==> src/rtl/systolic_pkg.sv <==
// Shared definitions for the systolic skew feeder: FSM states, default geometry
// and the flush length needed to drain an N x N array.
package systolic_pkg;

    typedef enum logic [1:0] {
        ST_IDLE  = 2'd0,
        ST_FEED  = 2'd1,
        ST_FLUSH = 2'd2,
        ST_DONE  = 2'd3
    } state_t;

    localparam int DEFAULT_WIDTH = 8;
    localparam int DEFAULT_N     = 4;
    localparam int FLUSH_CYCLES  = 2 * DEFAULT_N - 2;

    // Zero beats needed after the last k-step so the far corner PE sees it.
    function automatic int flush_cycles(input int n);
        return 2 * n - 2;
    endfunction

endpackage

==> src/rtl/skew_delay_line.sv <==
// Fixed-depth shift register that advances only when shift is high; one per
// array lane, with depth chosen by the lane index to build the systolic skew.
module skew_delay_line #(
    parameter int WIDTH = 8,
    parameter int DEPTH = 1
) (
    input  logic             clk,
    input  logic             rst,
    input  logic             shift,
    input  logic [WIDTH-1:0] d,
    output logic [WIDTH-1:0] q
);

    logic [WIDTH-1:0] stage [DEPTH];

    always_ff @(posedge clk) begin
        if (rst) begin
            for (int k = 0; k < DEPTH; k++) begin
                stage[k] <= '0;
            end
        end else if (shift) begin
            stage[0] <= d;
            for (int k = 1; k < DEPTH; k++) begin
                stage[k] <= stage[k-1];
            end
        end
    end

    assign q = stage[DEPTH-1];

endmodule

==> src/rtl/systolic_skew_feeder.sv <==
// Skews A-column and two B-row slices onto the edges of an N x N systolic array,
// flushes zeros after the last k-step and drives the array-wide PE enable.
module systolic_skew_feeder
    import systolic_pkg::*;
#(
    parameter int WIDTH = DEFAULT_WIDTH,
    parameter int N     = DEFAULT_N
) (
    input  logic               clk,
    input  logic               rst,
    input  logic               in_valid,
    output logic               in_ready,
    input  logic               in_last,
    input  logic [N*WIDTH-1:0] left_in,
    input  logic [N*WIDTH-1:0] top1_in,
    input  logic [N*WIDTH-1:0] top2_in,
    output logic [N*WIDTH-1:0] left_out,
    output logic [N*WIDTH-1:0] top1_out,
    output logic [N*WIDTH-1:0] top2_out,
    output logic               pe_enable,
    output logic               busy,
    output logic               done,
    output logic [15:0]        k_count,
    output state_t             fsm_state
);

    // Handshake: a beat transfers on a rising edge where in_valid && in_ready;
    // upstream must hold the beat stable while in_ready is low.

    localparam int FLUSH_LEN = flush_cycles(N);
    localparam int FCW       = $clog2(FLUSH_LEN + 1);

    state_t         state, state_next;
    logic [FCW-1:0] flush_cnt, flush_cnt_next;
    logic           accept;
    logic           advance;

    assign in_ready  = (state == ST_IDLE) || (state == ST_FEED);
    assign accept    = in_valid && in_ready;
    assign advance   = accept || (state == ST_FLUSH);
    assign busy      = (state != ST_IDLE);
    assign done      = (state == ST_DONE);
    assign fsm_state = state;

    always_comb begin
        state_next     = state;
        flush_cnt_next = flush_cnt;
        case (state)
            ST_IDLE, ST_FEED: begin
                if (accept) begin
                    if (in_last) begin
                        state_next     = ST_FLUSH;
                        flush_cnt_next = FCW'(FLUSH_LEN);
                    end else begin
                        state_next = ST_FEED;
                    end
                end
            end
            ST_FLUSH: begin
                flush_cnt_next = flush_cnt - FCW'(1);
                if (flush_cnt == FCW'(1)) begin
                    state_next = ST_DONE;
                end
            end
            ST_DONE: state_next = ST_IDLE;
            default: state_next = ST_IDLE;
        endcase
    end

    always_ff @(posedge clk) begin
        if (rst) begin
            state     <= ST_IDLE;
            flush_cnt <= '0;
            pe_enable <= 1'b0;
            k_count   <= '0;
        end else begin
            state     <= state_next;
            flush_cnt <= flush_cnt_next;
            // The array consumes whatever the delay lines presented after this edge.
            pe_enable <= advance;
            if (accept) begin
                if (state == ST_IDLE) begin
                    k_count <= 16'd1;
                end else if (k_count != 16'hFFFF) begin
                    k_count <= k_count + 16'd1;
                end
            end
        end
    end

    for (genvar i = 0; i < N; i++) begin : g_lane
        logic [WIDTH-1:0] left_d, top1_d, top2_d;

        // Outside an accept the only advances come from FLUSH, which shifts zeros.
        assign left_d = accept ? left_in[i*WIDTH +: WIDTH] : '0;
        assign top1_d = accept ? top1_in[i*WIDTH +: WIDTH] : '0;
        assign top2_d = accept ? top2_in[i*WIDTH +: WIDTH] : '0;

        skew_delay_line #(.WIDTH(WIDTH), .DEPTH(i + 1)) u_left (
            .clk   (clk),
            .rst   (rst),
            .shift (advance),
            .d     (left_d),
            .q     (left_out[i*WIDTH +: WIDTH])
        );

        skew_delay_line #(.WIDTH(WIDTH), .DEPTH(i + 1)) u_top1 (
            .clk   (clk),
            .rst   (rst),
            .shift (advance),
            .d     (top1_d),
            .q     (top1_out[i*WIDTH +: WIDTH])
        );

        skew_delay_line #(.WIDTH(WIDTH), .DEPTH(i + 1)) u_top2 (
            .clk   (clk),
            .rst   (rst),
            .shift (advance),
            .d     (top2_d),
            .q     (top2_out[i*WIDTH +: WIDTH])
        );
    end

endmodule
==> config.mk <==
export PLATFORM = sky130hd
export DESIGN_NAME = systolic_skew_feeder
export DESIGN_NICKNAME = d
export VERILOG_FILES = /design/src/rtl/systolic_pkg.sv /design/src/rtl/skew_delay_line.sv /design/src/rtl/systolic_skew_feeder.sv
export SDC_FILE = /design/constraint.sdc
export NUM_CORES = 1
export LEC_CHECK = 0
export CORE_MARGIN = 2
export CORE_UTILIZATION = 49
export DETAILED_ROUTE_END_ITERATION = 10
export DONT_BUFFER_PORTS = 1
export GPL_TIMING_DRIVEN = 0
export PLACE_DENSITY = 0.72
export RECOVER_POWER = 100
export SETUP_SLACK_MARGIN = 0.15
export SYNTH_ARGS = -nofsm -noshare
export SYNTH_HDL_FRONTEND = slang
export SYNTH_SLANG_ARGS = --single-unit
export TNS_END_PERCENT = 30
==> constraint.sdc <==
create_clock -name clk -period 9.3 [get_ports clk]
set_input_delay 0.93 -clock clk [delete_from_list [all_inputs] [get_ports clk]]
set_output_delay 0.93 -clock clk [all_outputs]
set_load 0.02 [all_outputs]
==> flow_summary.ini, run 1 <==
[yosys]
synth_edf_count = 240
yosysUniqueCellTypes = 50
synthArstFlopShare_pct = 0
yosys_warnings = 0
synthTopCellsByCount = and2_1, edfxtp_1, buf_4
synth_area_um2 = 10500
syn_avg_cell_area_um2 = 14.7
yosysTopAreaCellShare_pct = 68.8
yosysSeqAreaShare_pct = 73.0
ys.flop_type = edfxtp_1
synth_cells = 714
synth_seq_cells = 262
synth_top_area_cell = edfxtp_1
syn_nets = 817
ys_top_cells_by_area = edfxtp_1, and2_1, dfxtp_1

[worst_hold_path]
hp-class = flop to flop
holdCritStartpoint = g_lane[2].u_top1.stage[0][12]

[global_route]
grt_pass1_wl_um = 28300
grt_use_total_pct = 16.2
grt-ovfl-total = 0
grt_pass1_vias = 5272
antenna_found_initial = 4
grt_start_max_net_pins = 69

[critical_path]
path_cells = nor2b_1 > clkbuf_1 > clkbuf_1 > or3_1 > buf_16 > buf_16
r2r-start = fsm_state[1]
worstSetupStartpointType = flop
crit_slowest_cell = or3_1
startpoint = fsm_state[1]
crit_fanout = 68
cp-end-kind = flop
path_buf_inv = 4
cp.required_ns = 9.49
critical_path_class = flop to flop
crit_arrival_ns = 4.41
crit_family = simple AND/OR/NAND/NOR gates
critPathMaxStageDelay_ns = 1.78

[detailed_routing]
vias_per_cell = 5.07
post_drt_wl_per_cell_um = 18.0
drt_iter0_drc = 312
drc = 0
ant_nets = 0
totalWireLength_um = 18800
first_pass_iters = 4
vias = 5302

[timing]
fin_ws_ns = 5.07
tightest_slew_ns = 2.36
finalSetupViolations = 0
skew_ns = 0.00675
fin_hold_ws_ns = 0.515
tns_ns = 0
min_period_over_period_pct = 45.5
fin_crit_ns = 4.23
drv_slew = 55
fmax_mhz = 236
final_hold_viol_count = 0
rsz0062_at_grt = no
slew_headroom_pct = -57.6

[clocking]
clkSlewWorstSetupHoldPaths_ns = 0.06
h-tree-depth = 1
clock_latency_ns = 0.52
cts_tree = done
numCtsBuffers = 27
clockBufferDepth = 3
ctsResizeCount = 0
ctsHoldBuffers = 0
cts_sinks = 262
cts_setup_buffers = 0
clockRootBuffer = clkbuf_16

[run]
cap_viol_max_count = 1

[place]
io_buffers = 0
gp_congestion = 0.828
dp_hpwl_um = 12900
dp_worst_setup_slack_ns = 5.84

[die]
io_pins = 218
die_h_um = 150
fp-row-count = 53
core_area_um2 = 21000
die-area_um2 = 22600
fp.dieW_um = 150
initial_core_util_pct = 49.8

[outcome]
status = finished with violations
violations = max-capacitance violations, max-slew violations

[layout]
n_fill_cell = 1712
final_nets = 849
syn2layout_area_growth_pct = 10.9
layout-drive-gt1-share_pct = 6.91
post-route-util_pct = 55.3

[pwr]
p_leak_nw = 4.15
power.density_nw_per_um2 = 237
peakVddDrop_mv = 0.139
[path summary, 6_finish.rpt]
check	endpoint	slack, ns	cells after the start
hold reg to reg	g_lane[2].u_top1.stage[0][20]	0.52	1
setup / recovery	g_lane[1].u_top1.stage[0][12]	5.07	6
hold / removal	g_lane[2].u_top1.stage[0][20]	0.52	1
setup reg to reg	g_lane[1].u_top1.stage[0][12]	5.07	6
[worst register-to-register path: cells and delay by family (launching register included)]
family | cells | cell delay, ns
buf+inv | 4 | 1.50
flops | 1 | 0.42
simple gates | 2 | 1.92
[power by group]
group | total, mW | switching, mW | internal [mW]
registers | 1.45 | 0.0510 | 1.40
clock network | 1.14 | 0.431 | 0.709
logic | 0.160 | 0.117 | 0.0429
[flip-flops by register name, summed over array words and instances, names as in the netlist]
name                 cells
k_count                 16
g_lane.u_top2.stage     80
fsm_state                2
flush_cnt                3
g_lane.u_top1.stage     80
pe_enable                1
g_lane.u_left.stage     80
[routing by layer]
| metal | wire length [um] | part of all wire (%) | track usage, % |
|---|---|---|---|
| met5 | 16 | 0.085 | 0 |
| met4 | 462 | 2.5 | 5.66 |
| met3 | 1800 | 9.6 | 5.42 |
| met2 | 9030 | 48 | 26.5 |
| met1 | 7520 | 40 | 20.3 |
[cells in the final DEF (no fill, tap or decap), types with 2 or more instances in the layout]
master / count
a31o_2: 2
inv_1: 9
or4_1: 4
bufinv_16: 6
and2_1: 69
or2_2: 2
buf_16: 3
nand2_1: 13
mux2i_1: 3
o21ai_0: 3
and4_2: 2
dfxtp_1: 22
a21oi_1: 7
nand3_1: 6
nor2_1: 17
clkbuf_16: 27
o211ai_1: 3
nor4_1: 4
a31oi_1: 6
clkinv_2: 6
nand4_1: 4
o311ai_0: 2
o21a_1: 2
diode_2: 4
nor2b_1: 2
a41oi_1: 3
clkinv_1: 2
nand2b_1: 2
edfxtp_1: 240
nor3_1: 4
a211oi_1: 4
and2_0: 171
clkbuf_1: 95
ha_1: 3
[final cells by class]
cell class | instances | area [um^2] | share of cell area [%]
Inverter | 9 | 33.8 | 0.291
Tap cell | 275 | 344 | 2.96
Sequential cell | 262 | 7650 | 65.8
Clock buffer | 33 | 708 | 6.10
Multi-Input combinational cell | 353 | 2210 | 19.0
Clock inverter | 17 | 243 | 2.09
Buffer | 90 | 338 | 2.91
Timing Repair Buffer | 3 | 82.6 | 0.711
Antenna cell | 4 | 10.0 | 0.0862
[per-stage QoR]
| stage | power, mW | instances | cell area (um^2) |
|---|---|---|---|
| after floorplan | 1.62 | 714 | 10500 |
| after global placement | 1.67 | 989 | 10800 |
| after detailed placement | 1.66 | 992 | 10900 |
| after CTS | 2.80 | 1042 | 11900 |
| after global routing | 2.85 | 1043 | 11600 |
| final | 2.75 | 1046 | 11600 |
[kinds of logic (layout without fill, tap and decap cells)]
kind of cell               Yosys count  after routing  share of synthesized area, %
adders and majority gates            3              3                         0.359
DFF                                262            262                          73.0
muxes                                3              3                         0.287
xor gates and xnor gates             1              1                        0.0837
buffers and inverters               99            152                          5.60
AOI/OAI and AO/OA                   39             39                          2.70
and+or+nand+nor                    307            307                          17.9
other                                0              4                             0
(Power assumes the default switching activity.)
==> run 2, diff against run 1 <==
--- a/config.mk
+++ b/config.mk
@@ -10,7 +10,7 @@
 export DETAILED_ROUTE_END_ITERATION = 10
 export DONT_BUFFER_PORTS = 1
 export GPL_TIMING_DRIVEN = 0
-export PLACE_DENSITY = 0.72
+export PLACE_DENSITY = 0.74
 export RECOVER_POWER = 100
 export SETUP_SLACK_MARGIN = 0.15
 export SYNTH_ARGS = -nofsm -noshare
==> constraint.sdc (replaced) <==
create_clock -name clk -period 3.7 [get_ports clk]
set_input_delay 0.37 -clock clk [delete_from_list [all_inputs] [get_ports clk]]
set_output_delay 0.37 -clock clk [all_outputs]
set_load 0.02 [all_outputs]
==> run 2 against run 1 <==
The flow now finishes without violations. Worst hold slack got worse by 0.48 ns. Via count decreased by 1.8%. Total power increased by 140%. Critical endpoint is now g_lane[3].u_top2.stage[0][29]. Largest cell class unchanged.
==> flow_summary.ini, run 2 (synthesis gave the netlist of run 1 again) <==
[outcome]
status = finished clean

[global_route]
grt_pass1_vias = 5082
grt-ovfl-total = 0
use_met1_pct = 17.7
grt_pass1_wl_um = 26400
busiest_layer = met2
grt_use_total_pct = 15.1
met3_usage_pct = 6.45
grt_use_met2_pct = 24.7
antenna_found_initial = 12
grt_start_max_net_pins = 73

[clocking]
h-tree-depth = 1
clockRootBuffer = clkbuf_16
ctsResizeCount = 0
clock_latency_ns = 0.51
cts_tree = done
cts_sinks = 262
clkSlewWorstSetupHoldPaths_ns = 0.06
numCtsBuffers = 27
ctsHoldBuffers = 0
clockBufferDepth = 3
cts_setup_buffers = 0

[timing]
finalSetupViolations = 0
drv_slew = 0
fmax_mhz = 334
final_hold_viol_count = 0
rsz0062_at_grt = no
fin_hold_ws_ns = 0.0309
slew_headroom_pct = 44.0
tightest_slew_ns = 0.837
skew_ns = 0.00788
min_period_over_period_pct = 81.0
fin_crit_ns = 3.00

[die]
die_h_um = 150
initial_core_util_pct = 49.8
io_pins = 218
die-area_um2 = 22600
fp.dieW_um = 150
core_area_um2 = 21000
fp-row-count = 53

[pwr]
p_int_mw = 5.17
power.density_nw_per_um2 = 575
total_power_mw = 6.62
p_leak_nw = 4.12
p_sw_share_pct = 22.0
power_frac_seq_pct = 55.1
p_switching_mw = 1.46
p_comb_share_pct = 6.0
pwr-share-clk_pct = 39.0
peakVddDrop_mv = 0.394

[detailed_routing]
ant_nets = 0
post_drt_wl_per_cell_um = 16.7
vias = 5208
drt_iter0_drc = 202
first_pass_iters = 4
drc = 0
vias_per_cell = 4.98
totalWireLength_um = 17500

[layout]
post-route-util_pct = 54.8
final_nets = 849
layoutNonFillerInstCount = 1046
n_fill_cell = 1696
final_cell_mix = edfxtp_1, and2_0, clkbuf_1
largestRegisters = g_lane.u_left.stage x80, g_lane.u_top1.stage x80, g_lane.u_top2.stage x80
layout-drive-gt1-share_pct = 6.42
syn2layout_area_growth_pct = 10.1
final_common_cell = edfxtp_1
seqCellArea_um2 = 7650
multi_input_area_um2 = 2220

[critical_path]
path_cells = nor2b_1 > clkbuf_1 > clkbuf_1 > or3_4 > buf_16 > buf_16
critical_path_class = flop to flop
crit_fanout = 63
ff2ff_setup_slack_ns = 0.70
startpoint = fsm_state[1]
critPathMaxStageDelay_ns = 0.63
cp.required_ns = 3.88
cp-end-kind = flop
crit_slowest_cell = or3_4
worstSetupStartpointType = flop
r2r-start = fsm_state[1]
crit_arrival_ns = 3.18

[worst_hold_path]
holdCritStartpoint = in_last
hp-class = primary input to flop

[place]
gp_congestion = 0.853
dp.cells = 992
dp_hpwl_um = 11900
io_buffers = 0

[run]
cap_viol_max_count = 0
## run 2: cell count changes in the layout (fill, tap and decap cells not counted), moves of 2 or more
| cell | before | now |
|---|---|---|
| and2_0 | 171 | 150 |
| and2_1 | 69 | 90 |
| bufinv_16 | 6 | 2 |
| clkbuf_8 | 1 | 3 |
| clkinv_2 | 6 | 3 |
| diode_2 | 4 | 8 |
## run 2: layer usage
layer | up-vias | part of all wire [%] | wire [um]
met4 | 8 | 2.3 | 404
met3 | 38 | 10 | 1760
li1 | 2516 | - | -
met1 | 2457 | 38 | 6720
met5 | - | 0.33 | 57
met2 | 189 | 49 | 8540
## run 2: final cells by class
type	instances	share of cell area, %
Multi-Input combinational cell	353	19.2
Tap cell	275	2.98
Buffer	90	2.93
Timing Repair Buffer	3	0.716
Inverter	9	0.293
Clock inverter	10	0.933
Antenna cell	8	0.174
Clock buffer	36	6.41
Sequential cell	262	66.3
## run 2: critical path: cells and delay by family (launching register included)
kind          cells  cell delay [ns]
simple gates      2             0.78
buf+inv           4             1.40
flops             1             0.42
## run 2: final timing paths
kind              depth (start not counted)                            end
setup / recovery                          6  g_lane[3].u_top2.stage[0][29]
hold / removal                            2                   flush_cnt[2]
setup reg to reg                          6  g_lane[3].u_top2.stage[0][29]
hold reg to reg                           1  g_lane[2].u_left.stage[0][11]
## run 2: power groups by stage
stage	Combinational, mW	Sequential, mW	Clock (mW)
global placement	0.430	3.72	0
floorplan	0.357	3.69	0
global route	0.440	3.67	2.75
CTS	0.458	3.65	2.63
detailed placement	0.457	3.71	0
finish	0.395	3.65	2.58
## run 2: per-stage QoR
stage	worst slack (ns)	instance area (um^2)	TNS, ns
finish	0.702	11500	0
global route	0.426	11500	0
CTS	0.810	11800	0
detailed placement	0.831	10900	0
global placement	-0.225	10800	-50.65
floorplan	0.530	10500	0
